**src/rtl/node_arb_pkg.sv**
```systemverilog
// Shared constants and types for the node-router control-token arbiter.
package node_arb_pkg;

    localparam int unsigned CTRL_W = 32'd3;
    localparam int unsigned NUM_IN = 32'd4;

    typedef logic [CTRL_W-1:0] ctrl_t;

    // Source-port identifiers carried in control tokens
    localparam ctrl_t PORT_IN1  = 3'b000;
    localparam ctrl_t PORT_IN2  = 3'b001;
    localparam ctrl_t PORT_IN3  = 3'b010;
    localparam ctrl_t PORT_IN4  = 3'b011;
    localparam ctrl_t PORT_CORE = 3'b100;

endpackage

```
**src/rtl/ctrl_arb4_rr_if.sv**
```systemverilog
// Request/response bundle between the path-computation units, the arbiter and the node merge.
interface ctrl_arb4_rr_if
    import node_arb_pkg::*;
();

    logic [NUM_IN-1:0]         in_valid;
    ctrl_t [NUM_IN-1:0]        in_data;
    logic [NUM_IN-1:0]         in_ready;
    logic                      out_valid;
    ctrl_t                     out_data;
    logic [1:0]                out_src;
    logic                      out_ready;

    modport master (
        output in_valid, in_data, out_ready,
        input  in_ready, out_valid, out_data, out_src
    );

    modport slave (
        input  in_valid, in_data, out_ready,
        output in_ready, out_valid, out_data, out_src
    );

endinterface

```
**src/rtl/rr_pick4.sv**
```systemverilog
// Rotating-priority picker: first set request at or after ptr, wrapping modulo 4.
module rr_pick4 (
    input  logic [3:0] req,
    input  logic [1:0] ptr,
    output logic [3:0] gnt,
    output logic [1:0] gnt_idx,
    output logic       any
);

    logic [1:0] idx_s;
    logic       hit_s;

    // Walk the four positions starting at ptr; the first request seen wins.
    always_comb begin
        gnt_idx = 2'd0;
        any     = 1'b0;
        idx_s   = 2'd0;
        hit_s   = 1'b0;
        for (int k = 0; k < 4; k++) begin
            idx_s   = ptr + 2'(k);
            hit_s   = ~any & req[idx_s];
            gnt_idx = hit_s ? idx_s : gnt_idx;
            any     = any | req[idx_s];
        end
        gnt = {3'b000, any} << gnt_idx;
    end

endmodule

```
**src/rtl/ctrl_arb4_rr.sv**
```systemverilog
// 4:1 control-token arbiter with a registered output stage and round-robin fairness.
// Define ARB_FIXED_PRIORITY_EN for fixed priority (input 0 highest, no rotation pointer).
module ctrl_arb4_rr
    import node_arb_pkg::*;
(
    input  logic          clk,
    input  logic          _RESET,
    ctrl_arb4_rr_if.slave bus
);

    logic              load_s;
    logic [NUM_IN-1:0] gnt_s;
    logic [1:0]        gnt_idx_s;
    logic              any_s;
    logic [1:0]        ptr_s;

    logic              out_valid_q, out_valid_d;
    ctrl_t             out_data_q,  out_data_d;
    logic [1:0]        out_src_q,   out_src_d;

    assign load_s = ~out_valid_q | bus.out_ready;

    rr_pick4 u_pick (
        .req     (bus.in_valid),
        .ptr     (ptr_s),
        .gnt     (gnt_s),
        .gnt_idx (gnt_idx_s),
        .any     (any_s)
    );

`ifdef ARB_FIXED_PRIORITY_EN
    assign ptr_s = 2'd0;
`else
    logic [1:0] rr_ptr_q, rr_ptr_d;

    // Pointer moves just past the winner, only when a token is actually taken.
    always_comb begin
        rr_ptr_d = rr_ptr_q;
        if (load_s && any_s) begin
            rr_ptr_d = gnt_idx_s + 2'd1;
        end else begin
            rr_ptr_d = rr_ptr_q;
        end
    end

    // Rotation pointer register.
    always_ff @(posedge clk or negedge _RESET) begin
        if (!_RESET) begin
            rr_ptr_q <= 2'd0;
        end else begin
            rr_ptr_q <= rr_ptr_d;
        end
    end

    assign ptr_s = rr_ptr_q;
`endif

    // Ready is forced low while reset is held so no token is consumed by a resetting arbiter.
    assign bus.in_ready = (load_s && _RESET) ? gnt_s : {NUM_IN{1'b0}};

    // Output stage next state: capture the winner on load, hold under backpressure.
    always_comb begin
        out_valid_d = out_valid_q;
        out_data_d  = out_data_q;
        out_src_d   = out_src_q;
        if (load_s) begin
            out_valid_d = any_s;
            if (any_s) begin
                out_data_d = bus.in_data[gnt_idx_s];
                out_src_d  = gnt_idx_s;
            end else begin
                out_data_d = out_data_q;
                out_src_d  = out_src_q;
            end
        end else begin
            out_valid_d = out_valid_q;
        end
    end

    // Output register.
    always_ff @(posedge clk or negedge _RESET) begin
        if (!_RESET) begin
            out_valid_q <= 1'b0;
            out_data_q  <= 3'b000;
            out_src_q   <= 2'd0;
        end else begin
            out_valid_q <= out_valid_d;
            out_data_q  <= out_data_d;
            out_src_q   <= out_src_d;
        end
    end

    assign bus.out_valid = out_valid_q;
    assign bus.out_data  = out_data_q;
    assign bus.out_src   = out_src_q;

endmodule

```
**src/flat_wrapper.sv**
```systemverilog
// flat-port wrapper written by rule: the top's interface ports become plain ports
module ctrl_arb4_rr_flat import node_arb_pkg::*;
  (clk, _RESET, bus_in_valid, bus_in_data, bus_out_ready, bus_in_ready, bus_out_valid, bus_out_data, bus_out_src);
  ctrl_arb4_rr_if bus_i ();
  input  logic clk;
  input  logic _RESET;
  input wire logic [$bits(bus_i.in_valid)-1:0] bus_in_valid;
  input wire logic [$bits(bus_i.in_data)-1:0] bus_in_data;
  input wire logic [$bits(bus_i.out_ready)-1:0] bus_out_ready;
  output wire logic [$bits(bus_i.in_ready)-1:0] bus_in_ready;
  output wire logic [$bits(bus_i.out_valid)-1:0] bus_out_valid;
  output wire logic [$bits(bus_i.out_data)-1:0] bus_out_data;
  output wire logic [$bits(bus_i.out_src)-1:0] bus_out_src;
  assign bus_i.in_valid = bus_in_valid;
  assign bus_i.in_data = bus_in_data;
  assign bus_i.out_ready = bus_out_ready;
  assign bus_in_ready = bus_i.in_ready;
  assign bus_out_valid = bus_i.out_valid;
  assign bus_out_data = bus_i.out_data;
  assign bus_out_src = bus_i.out_src;
  ctrl_arb4_rr u_core (.clk(clk), ._RESET(_RESET), .bus(bus_i));
endmodule
```
**config.mk**
```make
export PLATFORM = sky130hd
export DESIGN_NAME = ctrl_arb4_rr_flat
export DESIGN_NICKNAME = d
export VERILOG_FILES = /design/src/rtl/node_arb_pkg.sv /design/src/rtl/ctrl_arb4_rr_if.sv /design/src/rtl/rr_pick4.sv /design/src/rtl/ctrl_arb4_rr.sv /design/src/flat_wrapper.sv
export SDC_FILE = /design/constraint.sdc
export NUM_CORES = 1
export LEC_CHECK = 0
export ABC_AREA = 1
export CAP_MARGIN = 20
export CORE_MARGIN = 2
export CORE_UTILIZATION = 55
export CTS_CLUSTER_SIZE = 24
export DETAILED_ROUTE_END_ITERATION = 16
export DONT_BUFFER_PORTS = 1
export PLACE_DENSITY_LB_ADDON = 0.1
export SLEW_MARGIN = 20
export SYNTH_ARGS = -nofsm -noshare
export SYNTH_HDL_FRONTEND = slang
export SYNTH_SLANG_ARGS = --single-unit
```
**constraint.sdc**
```tcl
create_clock -name clk -period 2.81 [get_ports clk]
set_input_delay 0.562 -clock clk [delete_from_list [all_inputs] [get_ports clk]]
set_output_delay 0.562 -clock clk [all_outputs]
set_load 0.01 [all_outputs]
```
# --- Yosys cells after proc, flatten, opt, wreduce, memory -nomap -nowiden ---
# Index checks and enable logic that the tools add are counted.
# Widths: inputs -> output; s select.
word_totals:
  inputBits: 19
  output_inout_bits: 10
  regBits: 8
  elab_cells: 43
op_classes:
  bitwise_logic: 11
  n_lt_le_gt_ge: 5
  mux: 15
  addsub: 4
  shift: 1
  reduce_logical: 3
ops:
  columns: ["cell", "count"]
  rows:
  - ["$lt 2x3->1 const B", 5]
  - ["$bmux 1 s2", 4]
  - ["$mux 2", 4]
  - ["$bmux 3 s2", 1]
  - ["$add 2x1->2 const B", 2]
  - ["$add 2x2->2 const B", 2]
  - ["$mux 1", 4]
  - ["$mux 4", 1]
  - ["$not 1->1", 4]
  - ["$or 1x1->1", 4]
  - ["$shl 1x2->4", 1]
  - ["$and 1x1->1", 3]
  - ["$mux 3", 1]
  - ["$logic_and 1x1->1", 2]
  - ["$reduce_and 2->1", 1]

# --- Depth between registers and ports, before layout ---
logic_depth:
  depth_word: 10
  mapped_depth: 16

# --- Cells and area by module ---
# From an unflattened synthesis, not the netlist that was laid out.
unflattened:
  cells_unflattened: 149
  area_unflattened_um2: 840.8
by_module_without_submodules:
  columns: ["module", "cells_per_inst", "seq_area_each_um2", "n_inst", "area_each_um2"]
  rows:
  - ["ctrl_arb4_rr", 76, 200.2, 1, 494.2]
  - ["rr_pick4", 73, 0.0, 1, 346.6]

# --- Worst setup path after synthesis ---
# OpenSTA, ideal clock, no wires.
synth_timing:
  path_kind: "input-to-output"
  from: "input port bus_in_valid[3]"
  to: "output port bus_in_ready[3]"
  t_arrival_ns: 1.655
  path_buffers: 1
  path_stages: 10
  setup_slack_ns: 0.593
  required_time_ns: 2.248
  path_cell_list: "inv_1 > nand2_2 > nand3_2 > nand2_2 > nor2_4 > nand3_2 > nand2_4 > nand2_4 > buf_6 > nor3_1"
synth_via:
  elab_chain_cells: 9
  word_cells_on_any_way: 23
  cone_classes: "shift: 1; mux: 13; bitwise: 9"
synth_rtl:
  columns: ["item", "line", "rtl"]
  rows:
  - ["start: declaration", "flat_wrapper.sv:7", "input wire logic [$bits(bus_i.in_valid)-1:0] bus_in_valid;"]
  - ["$bmux 1 s2", "rr_pick4.sv:21, rr_pick4.sv:23", null]
  - ["$mux 1 (not written as such)", "rr_pick4.sv:21, rr_pick4.sv:23", null]
  - ["$not 1->1 / $or 1x1->1 (equally long branches)", "rr_pick4.sv:21, rr_pick4.sv:23", null]
  - ["$and 1x1->1, or another cell as far along", "rr_pick4.sv:21", "hit_s = ~any & req[idx_s];"]
  - ["$mux 2, or another cell as far along", "rr_pick4.sv:22", "gnt_idx = hit_s ? idx_s : gnt_idx;"]
  - ["$mux 2 / $and 1x1->1 (equally long branches)", "rr_pick4.sv:22, rr_pick4.sv:21", null]
  - ["$mux 2", "rr_pick4.sv:22", null]
  - ["$shl 1x2->4 (*)", "rr_pick4.sv:25", "gnt = {3'b000, any} << gnt_idx;"]
  - ["$mux 4 (*)", "ctrl_arb4_rr.sv:59", "assign bus.in_ready = (load_s && _RESET) ? gnt_s : {NUM_IN{1'b0}};"]
  - ["end: declaration", "flat_wrapper.sv:10", "output wire logic [$bits(bus_i.in_ready)-1:0] bus_in_ready;"]
# Mark *: on every way between the ends. The rest lies on a longest branch, timed or not. The select of a mux whose other input is x is not followed.

# --- Final worst setup path ---
layout_timing:
  from: "register u_core.rr_ptr_q[0] (netlist: u_core.ptr_s[0])"
  to: "output port bus_in_ready[0]"
layout_via:
  elab_chain_cells: 10
  word_cells_on_any_way: 26
  cone_classes: "add/sub: 3; shift: 1; mux: 13; bitwise: 9"
layout_rtl:
  columns: ["item", "line", "rtl"]
  rows:
  - ["start: declaration", "ctrl_arb4_rr.sv:34", "logic [1:0] rr_ptr_q, rr_ptr_d;"]
  - ["start signal: assignment", "ctrl_arb4_rr.sv:51", "rr_ptr_q <= rr_ptr_d;"]
  - ["$add 2x1->2", "rr_pick4.sv:20", "idx_s = ptr + 2'(k);"]
  - ["$bmux 1 s2", "rr_pick4.sv:21, rr_pick4.sv:23", null]
  - ["$mux 1 (not written as such)", "rr_pick4.sv:21, rr_pick4.sv:23", null]
  - ["$or 1x1->1", "rr_pick4.sv:23", "any = any | req[idx_s];"]
  - ["$not 1->1 / $or 1x1->1 (equally long branches)", "rr_pick4.sv:21, rr_pick4.sv:23", null]
  - ["$and 1x1->1 / $not 1->1 (equally long branches)", "rr_pick4.sv:21", null]
  - ["$mux 2 / $and 1x1->1 (equally long branches)", "rr_pick4.sv:22, rr_pick4.sv:21", null]
  - ["$mux 2", "rr_pick4.sv:22", null]
  - ["$shl 1x2->4 (*)", "rr_pick4.sv:25", null]
  - ["$mux 4 (*)", "ctrl_arb4_rr.sv:59", null]
# Marks and branches as above.

==> metrics.cfg <==
[floorplan]
die_area_um2 = 1800
core_um2 = 1330
fp.dieH_um = 42.5
die_x_um = 42.5
io_pins = 29
std_cell_rows = 13
start_util_pct = 61.0

[place]
place.gp.congestion = 0.771
pre_cts_slack_ns = 0.408
dp_hpwl_um = 1380
io_buffers = 0

[final_layout]
final.fill_count = 129
area_growth_pct = 5.23
ff_latch_area_um2 = 201
drive_above_1_share_pct = 23.0
diodes = 0
multi_input_area_um2 = 520
nets = 156

[sta]
max_freq_mhz = 386
hold_viol = 0
report.final.slew_viol_count = 0
finalSetupViolations = 0
slew_headroom_pct = 75.0
tightest_slew_ns = 0.372
rsz0062_at_grt = no
setup-tns-final_ns = 0
setup_ws_ns = 0.221
final.min_clock_period_ns = 2.59
skew_ns = 0.0127
period_share_pct = 92.1

[clock_tree]
cts_buffer_depth = 2
h-tree-depth = 1
clock_sinks = 8
clock_latency_ns = 0.26
clkTransAtPathRegs_ns = 0.06
cts_tree = built
cts-root-buf = clkbuf_4
cts_buffers = 3

[logic_synthesis]
avgSynthCellArea_um2 = 6.16
synth-seq-area-share_pct = 24.6
syn_area_um2 = 813
ys_warn_count = 0
ys_types = 19
synthArstFlopShare_pct = 100
synth_nets = 151
synth_cells = 132
synth_edf_count = 0
synth_ff_type = dfrtp_1
ys_ff_latch = 8

[routing]
vias_per_cell = 5.11
ant_nets = 0
vias = 766
routedWlPerCell_um = 11.3
dr.pass1.iters = 4
drt-initial-drc-count = 14
wl_um = 1700
drc = 0

[power_and_ir_drop]
ir_worst_vdd_uv = 829
power_per_cell_area_nw_per_um2 = 1560
p_leak_nw = 0.499

[critical_path]
end_kind = primary output
ff2ff_path_depth = 14
start_kind = flop
path_max_fanout = 12
worstReg2RegEnd = u_core.bus.out_data[1]
r2r_slack_ns = 0.94
worst_ep_required_time_ns = 2.25
crit_end = bus_in_ready[0]
reg2reg_from = u_core.ptr_s[0]
arrival_ns = 2.03
cp-startpoint = u_core.ptr_s[0]
crit_type = reg -> out

[grt]
grt_usage_pct = 21.2
grt_pass1_vias = 706
antenna_found_initial = 0
grt_max_degree = 13
grt_pass1_wl_um = 2930
grt_remaining_overflow = 0

[job]
drv_cap = 0

[outcome]
status = finished, final reports clean

[hold_path]
hp-start = bus_out_ready
hold_class = in -> reg

-- sequential cells by signal, summed over array words and instances (netlist names) --
signal,count
u_core.bus.out_data,3
u_core.bus.out_src,2
u_core.bus.out_valid,1
u_core.ptr_s,2
-- layout by cell type (no fill, tap or decap), types with 3 or more instances in the layout --
master    count
nand2_4       4
nand2_2      10
nand3_2       3
o21ai_0       3
inv_1        17
nand2_1      56
inv_2         3
nand3_1      11
nor2_1        4
clkbuf_4      3
dfrtp_1       7
-- final cells by class --
| type | instances | area share (%) |
|---|---|---|
| inverter | 20 | 8.77 |
| clock buffer | 3 | 2.63 |
| tap | 15 | 2.19 |
| sequential | 8 | 23.5 |
| timing repair buffer | 2 | 2.05 |
| multi-input combinational | 102 | 60.8 |
-- worst max-delay path, stage by stage, from the launching register on --
cell	delay, ns
dfrtp_2	0.46
buf_4	0.18
nand2_1	0.07
nand2_1	0.08
nand2_1	0.08
nand2_1	0.07
a21oi_2	0.14
nand2_2	0.13
nand2_4	0.18
nand2_1	0.06
nor3_1	0.30
-- layer usage --
metal  global-route usage, %  vias up  part of all wire (%)
li1                        -      413                     -
met1                    26.9      320                    47
met2                    34.2       29                    48
met3                    4.74        4                   3.7
met4                    9.38        0                   1.4
met5                       0        -                     0
-- stage by stage --
step	util [%]	hold WS, ns	cells	cell area (um^2)	power, mW
global route	64.2	0.542	150	856	1.49
detailed placement	61.3	0.267	146	817	1.23
floorplan	-	0.266	132	813	1.12
CTS	63.7	0.506	150	850	1.33
finish	64.2	0.511	150	856	1.33
global placement	61.3	0.267	146	817	1.20
-- synth_stat cells (2+ instances only) --
library cell  count  area (um^2)
nand2_1          56          210
inv_1            17         63.8
nand3_1          11         55.1
nand2_2          10         62.6
dfrtp_1           8          200
nand2_4           4         45.0
nor2_1            4         15.0
inv_2             3         11.3
nand3_2           3         30.0
o21ai_0           3         15.0
a31oi_1           2         12.5
buf_6             2         22.5
nor2_4            2         22.5
nor3_1            2         10.0
-- kinds of logic (layout without fill, tap and decap cells) --
family                 after synthesis  in the layout  share of synthesized area (%)
buffers and inverters               22             25                           12.0
AO/OA/AOI/OAI                        7              7                           5.54
AND/OR/NAND/NOR                     95             95                           57.8
flip-flops                           8              8                           24.6
-- report_power, final --
group          switching [mW]  internal (mW)
clock network          0.0422         0.0491
registers              0.0801          0.182
logic                   0.661          0.318
total                   0.783          0.549
-- what timing repair did --
item	CTS	global route
setup buffers	0	0
endpoints found under the setup margin	0	2
hold endpoints to repair	8	0
hold buffers	1	0
resized for setup	0	2
-- worst min path at each step --
| stage | endpoint | depth (start not counted) |
|---|---|---|
| after CTS | u_core.bus.out_valid | 3 |
| after global routing | u_core.bus.out_valid | 3 |
| after detailed placement | u_core.bus.out_valid | 0 |
| after global placement | u_core.bus.out_valid | 0 |
| final | u_core.bus.out_valid | 3 |
| after floorplan | u_core.bus.out_data[0] | 0 |
(Power assumes the default switching activity.)
